## config.mk

```make
export PLATFORM = sky130hd
export DESIGN_NAME = nbit_seq_alu
export DESIGN_NICKNAME = d
export VERILOG_FILES = /design/src/rtl/nbit_seq_alu.sv
export SDC_FILE = /design/constraint.sdc
export NUM_CORES = 1
export LEC_CHECK = 0
export CAP_MARGIN = 20
export CORE_MARGIN = 2
export CORE_UTILIZATION = 62
export DETAILED_ROUTE_END_ITERATION = 12
export PLACE_DENSITY = 0.86
export SLEW_MARGIN = 20
export SYNTH_ARGS = -nofsm -noshare
export SYNTH_HDL_FRONTEND = slang
export SYNTH_SLANG_ARGS = --single-unit
```

## constraint.sdc

```tcl
create_clock -name clk -period 12.5 [get_ports clk]
set_input_delay 2.5 -clock clk [delete_from_list [all_inputs] [get_ports clk]]
set_output_delay 2.5 -clock clk [all_outputs]
set_load 0.02 [all_outputs]
```

## src/rtl/nbit_seq_alu.sv

```systemverilog
// Registered ALU with accumulator; non-MUL results 1 cycle after accept, MUL after N cycles.
// Backpressure: in_ready drops while a result is unconsumed or a MUL is running.
module nbit_seq_alu #(
    parameter int N = 8
) (
    input  logic         clk,
    input  logic         rst_n,
    input  logic         in_valid,
    output logic         in_ready,
    input  logic [3:0]   op,
    input  logic         use_acc,
    input  logic [N-1:0] a,
    input  logic [N-1:0] b,
    output logic         out_valid,
    input  logic         out_ready,
    output logic [N-1:0] result,
    output logic [N-1:0] result_hi,
    output logic         carry,
    output logic         zero,
    output logic         negative,
    output logic         overflow
);
    localparam int CW = $clog2(N);
    localparam logic [3:0] OP_ADD = 4'd0, OP_SUB = 4'd1, OP_AND = 4'd2, OP_OR  = 4'd3,
                           OP_XOR = 4'd4, OP_NOT = 4'd5, OP_INC = 4'd6, OP_DEC = 4'd7,
                           OP_SHL = 4'd8, OP_SHR = 4'd9, OP_MUL = 4'd10;
    localparam logic [N-1:0] ONE = {{(N-1){1'b0}}, 1'b1};

    typedef enum logic {S_IDLE, S_MUL} state_t;

    state_t          r_state, w_state_nxt;
    logic [N-1:0]    r_acc, r_mul_a, r_mul_b;
    logic [2*N-1:0]  r_prod;
    logic [CW-1:0]   r_cnt;
    logic [N-1:0]    r_result, r_result_hi;
    logic            r_carry, r_zero, r_negative, r_overflow, r_out_valid;

    logic            w_in_ready, w_accept, w_mul_done;
    logic [N-1:0]    w_op_a, w_res;
    logic [N:0]      w_sum;
    logic            w_carry, w_ovf;
    logic [2*N-1:0]  w_addend, w_prod_nxt;

    assign w_in_ready = (r_state == S_IDLE) && (!r_out_valid || out_ready);
    assign w_accept   = in_valid && w_in_ready;
    assign w_op_a     = use_acc ? r_acc : a;
    assign w_mul_done = (r_state == S_MUL) && (r_cnt == CW'(N - 1));

    always_comb begin
        w_state_nxt = r_state;
        case (r_state)
            S_IDLE:  if (w_accept && op == OP_MUL) w_state_nxt = S_MUL;
            S_MUL:   if (w_mul_done) w_state_nxt = S_IDLE;
            default: w_state_nxt = S_IDLE;
        endcase
    end

    always_comb begin
        w_res   = '0;
        w_sum   = '0;
        w_carry = 1'b0;
        w_ovf   = 1'b0;
        case (op)
            OP_ADD: begin
                w_sum   = {1'b0, w_op_a} + {1'b0, b};
                w_res   = w_sum[N-1:0];
                w_carry = w_sum[N];
                w_ovf   = (w_op_a[N-1] == b[N-1]) && (w_res[N-1] != w_op_a[N-1]);
            end
            OP_SUB: begin
                w_sum   = {1'b0, w_op_a} - {1'b0, b};
                w_res   = w_sum[N-1:0];
                w_carry = w_sum[N];
                w_ovf   = (w_op_a[N-1] != b[N-1]) && (w_res[N-1] != w_op_a[N-1]);
            end
            OP_AND: w_res = w_op_a & b;
            OP_OR:  w_res = w_op_a | b;
            OP_XOR: w_res = w_op_a ^ b;
            OP_NOT: w_res = ~w_op_a;
            OP_INC: begin
                w_sum   = {1'b0, w_op_a} + {1'b0, ONE};
                w_res   = w_sum[N-1:0];
                w_carry = w_sum[N];
                w_ovf   = !w_op_a[N-1] && w_res[N-1];
            end
            OP_DEC: begin
                w_sum   = {1'b0, w_op_a} - {1'b0, ONE};
                w_res   = w_sum[N-1:0];
                w_carry = w_sum[N];
                w_ovf   = w_op_a[N-1] && !w_res[N-1];
            end
            OP_SHL: begin
                w_res   = {w_op_a[N-2:0], 1'b0};
                w_carry = w_op_a[N-1];
            end
            OP_SHR: begin
                w_res   = {1'b0, w_op_a[N-1:1]};
                w_carry = w_op_a[0];
            end
            default: w_res = '0;
        endcase
    end

    // One partial product per cycle: bit r_cnt of B selects A shifted into place.
    assign w_addend   = r_mul_b[r_cnt] ? ({{N{1'b0}}, r_mul_a} << r_cnt) : '0;
    assign w_prod_nxt = r_prod + w_addend;

    always_ff @(posedge clk) begin
        if (!rst_n) begin
            r_state     <= S_IDLE;
            r_acc       <= '0;
            r_mul_a     <= '0;
            r_mul_b     <= '0;
            r_prod      <= '0;
            r_cnt       <= '0;
            r_result    <= '0;
            r_result_hi <= '0;
            r_carry     <= 1'b0;
            r_zero      <= 1'b0;
            r_negative  <= 1'b0;
            r_overflow  <= 1'b0;
            r_out_valid <= 1'b0;
        end else begin
            r_state <= w_state_nxt;
            if (w_accept) begin
                r_mul_a <= w_op_a;
                r_mul_b <= b;
            end
            if (w_accept && op == OP_MUL) begin
                r_cnt  <= '0;
                r_prod <= '0;
            end else if (r_state == S_MUL) begin
                r_cnt  <= r_cnt + 1'b1;
                r_prod <= w_prod_nxt;
            end

            if (w_mul_done) begin
                r_result    <= w_prod_nxt[N-1:0];
                r_result_hi <= w_prod_nxt[2*N-1:N];
                r_carry     <= |w_prod_nxt[2*N-1:N];
                r_zero      <= (w_prod_nxt[N-1:0] == '0);
                r_negative  <= w_prod_nxt[N-1];
                r_overflow  <= 1'b0;
                r_out_valid <= 1'b1;
                r_acc       <= w_prod_nxt[N-1:0];
            end else if (w_accept && op != OP_MUL) begin
                r_result    <= w_res;
                r_result_hi <= '0;
                r_carry     <= w_carry;
                r_zero      <= (w_res == '0);
                r_negative  <= w_res[N-1];
                r_overflow  <= w_ovf;
                r_out_valid <= 1'b1;
                r_acc       <= w_res;
            end else if (w_accept || (r_out_valid && out_ready)) begin
                r_out_valid <= 1'b0;
            end
        end
    end

    assign in_ready  = w_in_ready;
    assign out_valid = r_out_valid;
    assign result    = r_result;
    assign result_hi = r_result_hi;
    assign carry     = r_carry;
    assign zero      = r_zero;
    assign negative  = r_negative;
    assign overflow  = r_overflow;
endmodule

```

==> flow_metrics.py, run 1 <==
metrics = {
    "status": {
        "status": "finished, final reports clean",
    },
    "finish": {
        "layout_common_cells": "nor2_1 (85), nand2_1 (77), dfxtp_1 (56)",
        "fill_cells": 675,
        "final_nets": 804,
        "drive_gt1_share_pct": 4.92,
        "utilization_pct": 72.0,
        "fin_cells": 836,
        "final_common_cell": "nor2_1",
        "design_area_sq_mm": 0.00595,
        "area_growth_pct": 11.9,
        "n_antenna_cell": 0,
    },
    "synth": {
        "synth-seq-area-share_pct": 21.1,
        "synth_cell_types": 63,
        "synth_edf_count": 0,
        "ys_async_sr_fraction_pct": 0,
        "synth_flop_cell": "dfxtp_1",
        "yosysWarnings": 0,
        "synth_nets": 783,
        "ys_seq_elements": 56,
        "avgSynthCellArea_sq_um": 7.50,
        "syn-cell-area_sq_mm": 0.00532,
        "synthCells": 709,
    },
    "power_and_ir_drop": {
        "power_density_mw_per_mm2": 82.0,
        "total_power_w": 0.000488,
        "p_leak_nw": 2.46,
        "peakVddDrop_mv": 0.0579,
    },
    "clock_network": {
        "clk_path_buf_depth": 2,
        "cts-buffers-inserted": 5,
        "cts_resized": 0,
        "cts_tree": "yes",
        "cts_setup_buffers": 0,
        "path_clk_slew_ps": 90,
        "clock-sinks": 56,
        "h-tree-depth": 2,
        "root_buffer": "clkbuf_8",
        "holdBufCountCts": 0,
        "clkLatencyLatePin_ps": 320,
    },
    "floorplan": {
        "die_h_um": 96.6,
        "initial_core_util_pct": 64.4,
        "core_sq_mm": 0.00826,
        "rows": 33,
        "ios": 47,
        "dieArea_sq_mm": 0.00933,
        "fp.dieW_um": 96.6,
    },
    "run": {
        "max-cap-violations": 0,
    },
    "global_routing": {
        "grt_pass1_vias": 5167,
        "overflow": 0,
        "track_usage_pct": 34.4,
        "grt_pass1_wl_um": 26600,
        "grt_max_degree": 43,
        "antenna_found_initial": 0,
    },
    "drt": {
        "wire_per_inst_um": 19.6,
        "drc_errors": 0,
        "ant_nets": 0,
        "first_pass_iters": 5,
        "vias": 5555,
        "wl_um": 16400,
        "drtIter0Drc": 540,
        "viasPerCell": 6.64,
    },
    "placed_design": {
        "place.detailed.hpwl_um": 12300,
        "port-buffer-count": 46,
        "place_area_sq_mm": 0.00583,
        "gp_congestion": 0.985,
        "dpl.cell_count": 828,
    },
    "worst_setup_path": {
        "crit_family": "buffers and inverters",
        "rr_startpoint": "r_cnt[0]",
        "worstSetupPathType": "in -> out",
        "startpoint_type": "input pin",
        "cp_max_fo": 3,
        "cpPeakStageDelay_ps": 630,
        "cp_cell_sequence": "clkdlybuf4s50_1 -> nor2b_1 -> nor2_1 -> clkdlybuf4s50_1",
        "timing.critical_path.buf_inv": 2,
        "arrival_ps": 3790,
        "cp-end-kind": "output port",
        "slowest_stage": "clkdlybuf4s50_1",
        "critPathRequiredTime_ps": 10000,
        "critPathLaunch": "out_ready",
        "timing.critical_path.mode_cell": "clkdlybuf4s50_1",
    },
    "worst_hold_path": {
        "min_from": "r_mul_b[4]",
        "hold_class": "reg -> reg",
    },
    "timing": {
        "max-slew-margin-rel_pct": 31.8,
        "finalMaxSlewViolations": 0,
        "setup_violations": 0,
        "grt_setup_unrepaired": "false",
        "fin_worst_skew_ps": 18.3,
        "totalNegativeSetupSlack_ps": 0,
        "worst_pin_slew_ps": 1020,
        "timing.fmax_mhz": 159,
        "hold_viol": 0,
        "fin_crit_sh_pct": 50.4,
        "period_needed_ps": 6290,
    },
}
-- final timing paths --
kind | endpoint | slack, ps | cells after the start
setup / recovery | in_ready | 6210 | 4
hold / removal | r_mul_b[4] | 470 | 2
setup reg to reg | carry | 7720 | 12
hold reg to reg | r_mul_b[4] | 470 | 2
-- cell usage after synthesis (20+ instances only) --
| master | n | area [sq um] |
|---|---|---|
| nor2b_1 | 20 | 125 |
| ha_1 | 46 | 576 |
| nand3_1 | 25 | 125 |
| clkbuf_1 | 37 | 139 |
| inv_1 | 35 | 131 |
| a21oi_1 | 34 | 170 |
| dfxtp_1 | 56 | 1120 |
| nand2_1 | 77 | 289 |
| o21ai_0 | 25 | 125 |
| nor3_1 | 21 | 105 |
| nor2_1 | 85 | 319 |
| mux2i_1 | 34 | 340 |
-- sequential cells by signal (all words and copies together) (netlist names) --
signal,count
carry,1
out_valid,1
overflow,1
r_cnt,3
r_mul_a,8
r_mul_b,8
r_prod,16
r_state,1
result,8
result_hi,8
zero,1
-- through the flow --
| stage | hold WS [ps] | setup slack [ps] |
|---|---|---|
| finish | 474 | 6210 |
| floorplan | 440 | 7140 |
| global route | 505 | 5970 |
| detailed placement | 462 | 6010 |
| CTS | 477 | 6200 |
| global placement | 451 | 6180 |
-- worst register-to-register path: cells and delay by family, from the launching register on --
family	cells	cell delay, ps
and+or+nand+nor	7	2220
DFF	1	810
muxes	1	640
AOI/OAI and AO/OA	2	530
adders and majority gates	1	350
xor gates and xnor gates	1	140
-- final cells by class --
type / count / area (sq um) / area share, %
Timing Repair Buffer: 55 / 528 / 8.88
Clock inverter: 2 / 38.8 / 0.652
Clock buffer: 6 / 82.6 / 1.39
Sequential cell: 56 / 1120 / 18.8
Tap cell: 105 / 131 / 2.21
Multi-Input combinational cell: 576 / 3910 / 65.8
Inverter: 36 / 135 / 2.27
-- power breakdown --
group,total (W),internal (W),switching [W]
logic,0.000165,0.0000654,0.000100
clock network,0.000129,0.0000657,0.0000635
registers,0.000193,0.000186,0.00000729
total,0.000488,0.000317,0.000171
-- routing by layer --
layer,up-vias,part of all wire (%),track usage (%)
met5,-,0,0
met1,2590,44,49.4
met2,332,43,52.4
met4,0,2.3,9.43
met3,35,11,7.30
li1,2598,-,-
-- cells by family after synthesis --
kind of cell             count (synthesis)  share of synthesized area, %
adder cells (fa/ha/maj)                 49                          12.0
multiplexers                            42                          8.82
AND/OR/NAND/NOR                        289                          26.0
flip-flops                              56                          21.1
AO/OA/AOI/OAI                          172                          22.6
buffers and inverters                   77                          5.58
XOR/XNOR                                24                          3.95
No activity file was read; power rests on OpenSTA's default activity.
==> inputs of run 2 (changes only) <==
--- a/config.mk
+++ b/config.mk
@@ -7,9 +7,9 @@
 export LEC_CHECK = 0
 export CAP_MARGIN = 20
 export CORE_MARGIN = 2
-export CORE_UTILIZATION = 62
+export CORE_UTILIZATION = 54
 export DETAILED_ROUTE_END_ITERATION = 12
-export PLACE_DENSITY = 0.86
+export PLACE_DENSITY = 0.79
 export SLEW_MARGIN = 20
 export SYNTH_ARGS = -nofsm -noshare
 export SYNTH_HDL_FRONTEND = slang
==> constraint.sdc (replaced) <==
create_clock -name clk -period 5.3 [get_ports clk]
set_input_delay 1.06 -clock clk [delete_from_list [all_inputs] [get_ports clk]]
set_output_delay 1.06 -clock clk [all_outputs]
set_load 0.02 [all_outputs]
==> run 2 against run 1 <==
Cell area is 1.2% higher. Non-clock buffer count is 9 higher. Worst setup slack worse by 5500 ps. Global-route usage is 2.7 points lower. Clock power is 95% higher. Utilization is 9.9 points lower.
==> flow_metrics.py, run 2 (synthesis gave the netlist of run 1 again) <==
metrics = {
    "finish": {
        "layout_common_cells": "nor2_1 (85), nand2_1 (77), dfxtp_1 (56)",
        "final_common_cell": "nor2_1",
        "n_antenna_cell": 0,
        "fin_cells": 873,
        "final_nets": 813,
        "utilization_pct": 62.1,
        "area_growth_pct": 13.2,
        "top_register": "r_prod",
        "largest_reg_flops": 16,
        "drive_gt1_share_pct": 5.81,
    },
    "drt": {
        "ant_nets": 0,
        "first_pass_iters": 7,
        "wire_per_inst_um": 19.1,
        "drtIter0Drc": 431,
        "viasPerCell": 6.27,
        "wl_um": 16700,
        "vias": 5477,
        "drc_errors": 0,
    },
    "timing": {
        "hold_viol": 0,
        "worst_pin_slew_ps": 841,
        "setup_violations": 0,
        "finalMaxSlewViolations": 0,
        "totalNegativeSetupSlack_ps": 0,
        "max-slew-margin-rel_pct": 43.7,
        "grt_setup_unrepaired": "false",
        "fin_crit_sh_pct": 87.1,
        "timing.fmax_mhz": 217,
        "fin_ws_ps": 686,
        "fin_worst_skew_ps": 12.0,
        "period_needed_ps": 4610,
    },
    "global_routing": {
        "overflow": 0,
        "grt_pass1_wl_um": 26400,
        "grt_pass1_vias": 5100,
        "grt_max_degree": 26,
        "track_usage_pct": 31.6,
        "antenna_found_initial": 0,
    },
    "clock_network": {
        "cts_setup_buffers": 0,
        "path_clk_slew_ps": 110,
        "cts_resized": 0,
        "holdBufCountCts": 0,
        "clk_path_buf_depth": 2,
        "h-tree-depth": 2,
        "cts-buffers-inserted": 5,
        "cts_tree": "yes",
        "clock-sinks": 56,
        "root_buffer": "clkbuf_8",
        "clkLatencyLatePin_ps": 320,
    },
    "floorplan": {
        "die_h_um": 103,
        "dieArea_sq_mm": 0.0107,
        "fp.dieW_um": 103,
        "ios": 47,
        "rows": 36,
        "initial_core_util_pct": 54.9,
        "core_sq_mm": 0.00968,
    },
    "power_and_ir_drop": {
        "p_leak_nw": 2.48,
        "power_density_mw_per_mm2": 184,
        "peakVddDrop_mv": 0.106,
        "total_power_w": 0.00111,
    },
    "worst_setup_path": {
        "cpPeakStageDelay_ps": 740,
        "timing.critical_path.buf_inv": 0,
        "crit_family": "simple AND/OR/NAND/NOR gates",
        "critPathRequiredTime_ps": 5510,
        "timing.critical_path.mode_cell": "or4_1",
        "cp_cell_sequence": "mux4_2 -> nand2_1 -> and2_1 -> nor2_1 -> ha_1 -> and3_4 -> or4_1 -> o211ai_2 -> xnor2_1 -> or4_1 -> or4_1 -> o311a_1",
        "startpoint_type": "register",
        "slowest_stage": "dfxtp_1",
        "worstSetupPathType": "reg -> reg",
        "cp_max_fo": 18,
        "cp-end-kind": "register",
        "arrival_ps": 4830,
    },
    "worst_hold_path": {
        "hold_class": "reg -> reg",
    },
    "placed_design": {
        "dpl.cell_count": 865,
        "place.detailed.hpwl_um": 12900,
        "port-buffer-count": 46,
        "pre_cts_ws_ps": 697,
        "gp_congestion": 1.00,
    },
    "run": {
        "max-cap-violations": 0,
    },
    "status": {
        "status": "finished, final reports clean",
    },
}
-- run 2: cell count changes in the layout (fill, tap and decap cells not counted), sizes merged --
cell	change
bufinv	-1
clkbuf	+1
clkinv	-1
buf	+9
clkinvlp	+1
-- run 2: path summary, 6_finish.rpt --
check / cells past startpoint / from / end / slack (ps)
hold / removal: 2 / result_hi[5] / result_hi[5] / 480
setup reg to reg: 12 / r_cnt[0] / carry / 690
setup / recovery: 12 / r_cnt[0] / carry / 690
hold reg to reg: 2 / result_hi[5] / result_hi[5] / 480
-- run 2: layout make-up --
type | count | area (sq um)
Sequential cell | 56 | 1120
Clock buffer | 7 | 86.3
Clock inverter | 1 | 7.51
Inverter | 36 | 135
Timing Repair Buffer | 64 | 596
Fill cell | 864 | 3670
Multi-Input combinational cell | 576 | 3910
Tap cell | 133 | 166
-- run 2: routing by layer --
| metal | track usage (%) | share of wire [%] | vias up |
|---|---|---|---|
| li1 | - | - | 2611 |
| met5 | 0 | 0 | - |
| met1 | 44.6 | 45 | 2603 |
| met4 | 10.5 | 3.0 | 0 |
| met3 | 4.70 | 6.4 | 42 |
| met2 | 49.8 | 45 | 221 |
-- run 2: worst reg2reg max path, cell delays in order, from the launching register on --
cell      delay, ps
dfxtp_1         740
mux4_2          580
nand2_1         170
and2_1          270
nor2_1           90
ha_1            370
and3_4          210
or4_1           490
o211ai_2        230
xnor2_1         160
or4_1           530
or4_1           400
o311a_1         290
-- run 2: power breakdown --
part           internal [W]  switching [W]
logic              0.000160       0.000240
registers          0.000438      0.0000166
clock network      0.000107       0.000145
total              0.000704       0.000402
-- run 2: stage by stage --
step | cell area, sq um | hold slack [ps]
5_1_grt | 6020 | 512
3_3_place_gp | 5920 | 457
3_5_place_dp | 5920 | 465
4_1_cts | 6020 | 483
6_report | 6020 | 477
2_1_floorplan | 5320 | 440
==> inputs of run 3 (changes only) <==
--- a/config.mk
+++ b/config.mk
@@ -7,9 +7,9 @@
 export LEC_CHECK = 0
 export CAP_MARGIN = 20
 export CORE_MARGIN = 2
-export CORE_UTILIZATION = 54
+export CORE_UTILIZATION = 45
 export DETAILED_ROUTE_END_ITERATION = 12
-export PLACE_DENSITY = 0.79
+export PLACE_DENSITY = 0.68
 export SLEW_MARGIN = 20
 export SYNTH_ARGS = -nofsm -noshare
 export SYNTH_HDL_FRONTEND = slang
==> run 3 against run 2 <==
Sequential share of layout area down 0.29 points. Clock skew shrank 4.7 ps. Flip-flop and latch count unchanged. Critical endpoint unchanged. Largest power group unchanged. Highest routed layer unchanged.
==> flow_metrics.py, run 3 (synthesis gave the netlist of run 1 again) <==
metrics = {
    "clock_network": {
        "clk_path_buf_depth": 2,
        "h-tree-depth": 2,
        "clock-sinks": 56,
        "clkLatencyLatePin_ps": 300,
        "cts_tree": "yes",
        "cts_setup_buffers": 0,
        "holdBufCountCts": 0,
        "cts_resized": 0,
        "path_clk_slew_ps": 80,
        "root_buffer": "clkbuf_16",
        "cts-buffers-inserted": 5,
    },
    "global_routing": {
        "antenna_found_initial": 0,
        "track_usage_pct": 27.0,
        "grt_pass1_wl_um": 27600,
        "overflow": 0,
        "grt_pass1_vias": 5246,
        "grt_max_degree": 28,
    },
    "finish": {
        "top_register": "r_prod",
        "final_nets": 817,
        "final_common_cell": "nor2_1",
        "design_area_sq_mm": 0.00611,
        "drive_gt1_share_pct": 6.32,
        "layout_common_cells": "nor2_1 (85), nand2_1 (77), dfxtp_1 (56)",
        "area_growth_pct": 14.9,
        "utilization_pct": 53.3,
        "largest_reg_flops": 16,
        "n_antenna_cell": 0,
    },
    "floorplan": {
        "ios": 47,
        "rows": 39,
        "core_sq_mm": 0.0115,
        "initial_core_util_pct": 46.4,
        "die_h_um": 113,
        "fp.dieW_um": 113,
        "dieArea_sq_mm": 0.0127,
    },
    "timing": {
        "setup_violations": 0,
        "fin_worst_skew_ps": 7.30,
        "timing.fmax_mhz": 219,
        "totalNegativeSetupSlack_ps": 0,
        "hold_viol": 0,
        "worst_pin_slew_ps": 900,
        "grt_setup_unrepaired": "false",
        "fin_crit_sh_pct": 86.2,
        "period_needed_ps": 4570,
        "finalMaxSlewViolations": 0,
        "max-slew-margin-rel_pct": 39.9,
    },
    "worst_setup_path": {
        "slowest_stage": "dfxtp_1",
        "cp_cell_sequence": "mux4_2 -> nand2_1 -> and2_1 -> a211oi_1 -> ha_1 -> and3_4 -> or4_1 -> o211ai_2 -> xnor2_1 -> or4_1 -> or4_1 -> o311a_1",
        "cp-end-kind": "register",
        "arrival_ps": 4760,
        "critPathRequiredTime_ps": 5490,
        "cpPeakStageDelay_ps": 750,
        "cp_max_fo": 18,
        "crit_family": "simple AND/OR/NAND/NOR gates",
        "timing.critical_path.mode_cell": "or4_1",
        "timing.critical_path.buf_inv": 0,
        "worstSetupPathType": "reg -> reg",
        "regToRegSetupSlack_ps": 730,
        "startpoint_type": "register",
    },
    "run": {
        "max-cap-violations": 0,
    },
    "placed_design": {
        "place.detailed.hpwl_um": 13300,
        "gp_congestion": 0.969,
        "port-buffer-count": 46,
        "place_area_sq_mm": 0.00597,
    },
    "power_and_ir_drop": {
        "peakVddDrop_mv": 0.131,
        "p_leak_nw": 2.52,
        "power_density_mw_per_mm2": 196,
    },
    "drt": {
        "drc_errors": 0,
        "ant_nets": 0,
        "wire_per_inst_um": 19.4,
        "viasPerCell": 6.26,
        "first_pass_iters": 5,
        "vias": 5549,
        "wl_um": 17200,
        "drtIter0Drc": 600,
    },
    "status": {
        "status": "finished, final reports clean",
    },
    "worst_hold_path": {
        "hold_class": "reg -> reg",
    },
}
==> run 3: where the power goes <==
group	internal, W	switching, W
registers	0.000438	0.0000157
logic	0.000162	0.000242
clock network	0.000177	0.000162
total	0.000776	0.000419
==> run 3: worst paths after layout <==
kind / to / cells past startpoint / startpoint
hold reg to reg: r_mul_b[7] / 2 / r_mul_b[7]
hold / removal: r_mul_b[7] / 2 / r_mul_b[7]
setup / recovery: carry / 12 / r_cnt[1]
setup reg to reg: carry / 12 / r_cnt[1]
==> run 3: routing by layer <==
metal / track usage, % / part of all wire (%) / routed length (um)
met1: 39.3 / 45 / 7800
met2: 40.5 / 42 / 7290
met5: 0 / 0 / 0
met4: 7.89 / 2.2 / 377
met3: 5.25 / 9.9 / 1710
==> run 3: metrics by stage <==
step           hold slack (ps)  std cells  power [W]  setup slack, ps
6_report                   468        887    0.00120              731
5_1_grt                    496        887    0.00125              465
3_5_place_dp               464        879   0.000857              683
3_3_place_gp               453        879   0.000857              803
2_1_floorplan              440        709   0.000720             1060
4_1_cts                    475        887    0.00119              723
==> run 3: cell type report <==
cell class | count | area [sq um]
Clock buffer | 6 | 129
Clock inverter | 2 | 16.3
Fill cell | 1100 | 5360
Inverter | 36 | 135
Multi-Input combinational cell | 576 | 3910
Sequential cell | 56 | 1120
Tap cell | 143 | 179
Timing Repair Buffer | 68 | 626
==> run 3: tightest hold or removal path, stage by stage (launching register included) <==
cell and delay [ps]:
dfxtp_1 310, nand2_1 40, a21boi_0 60
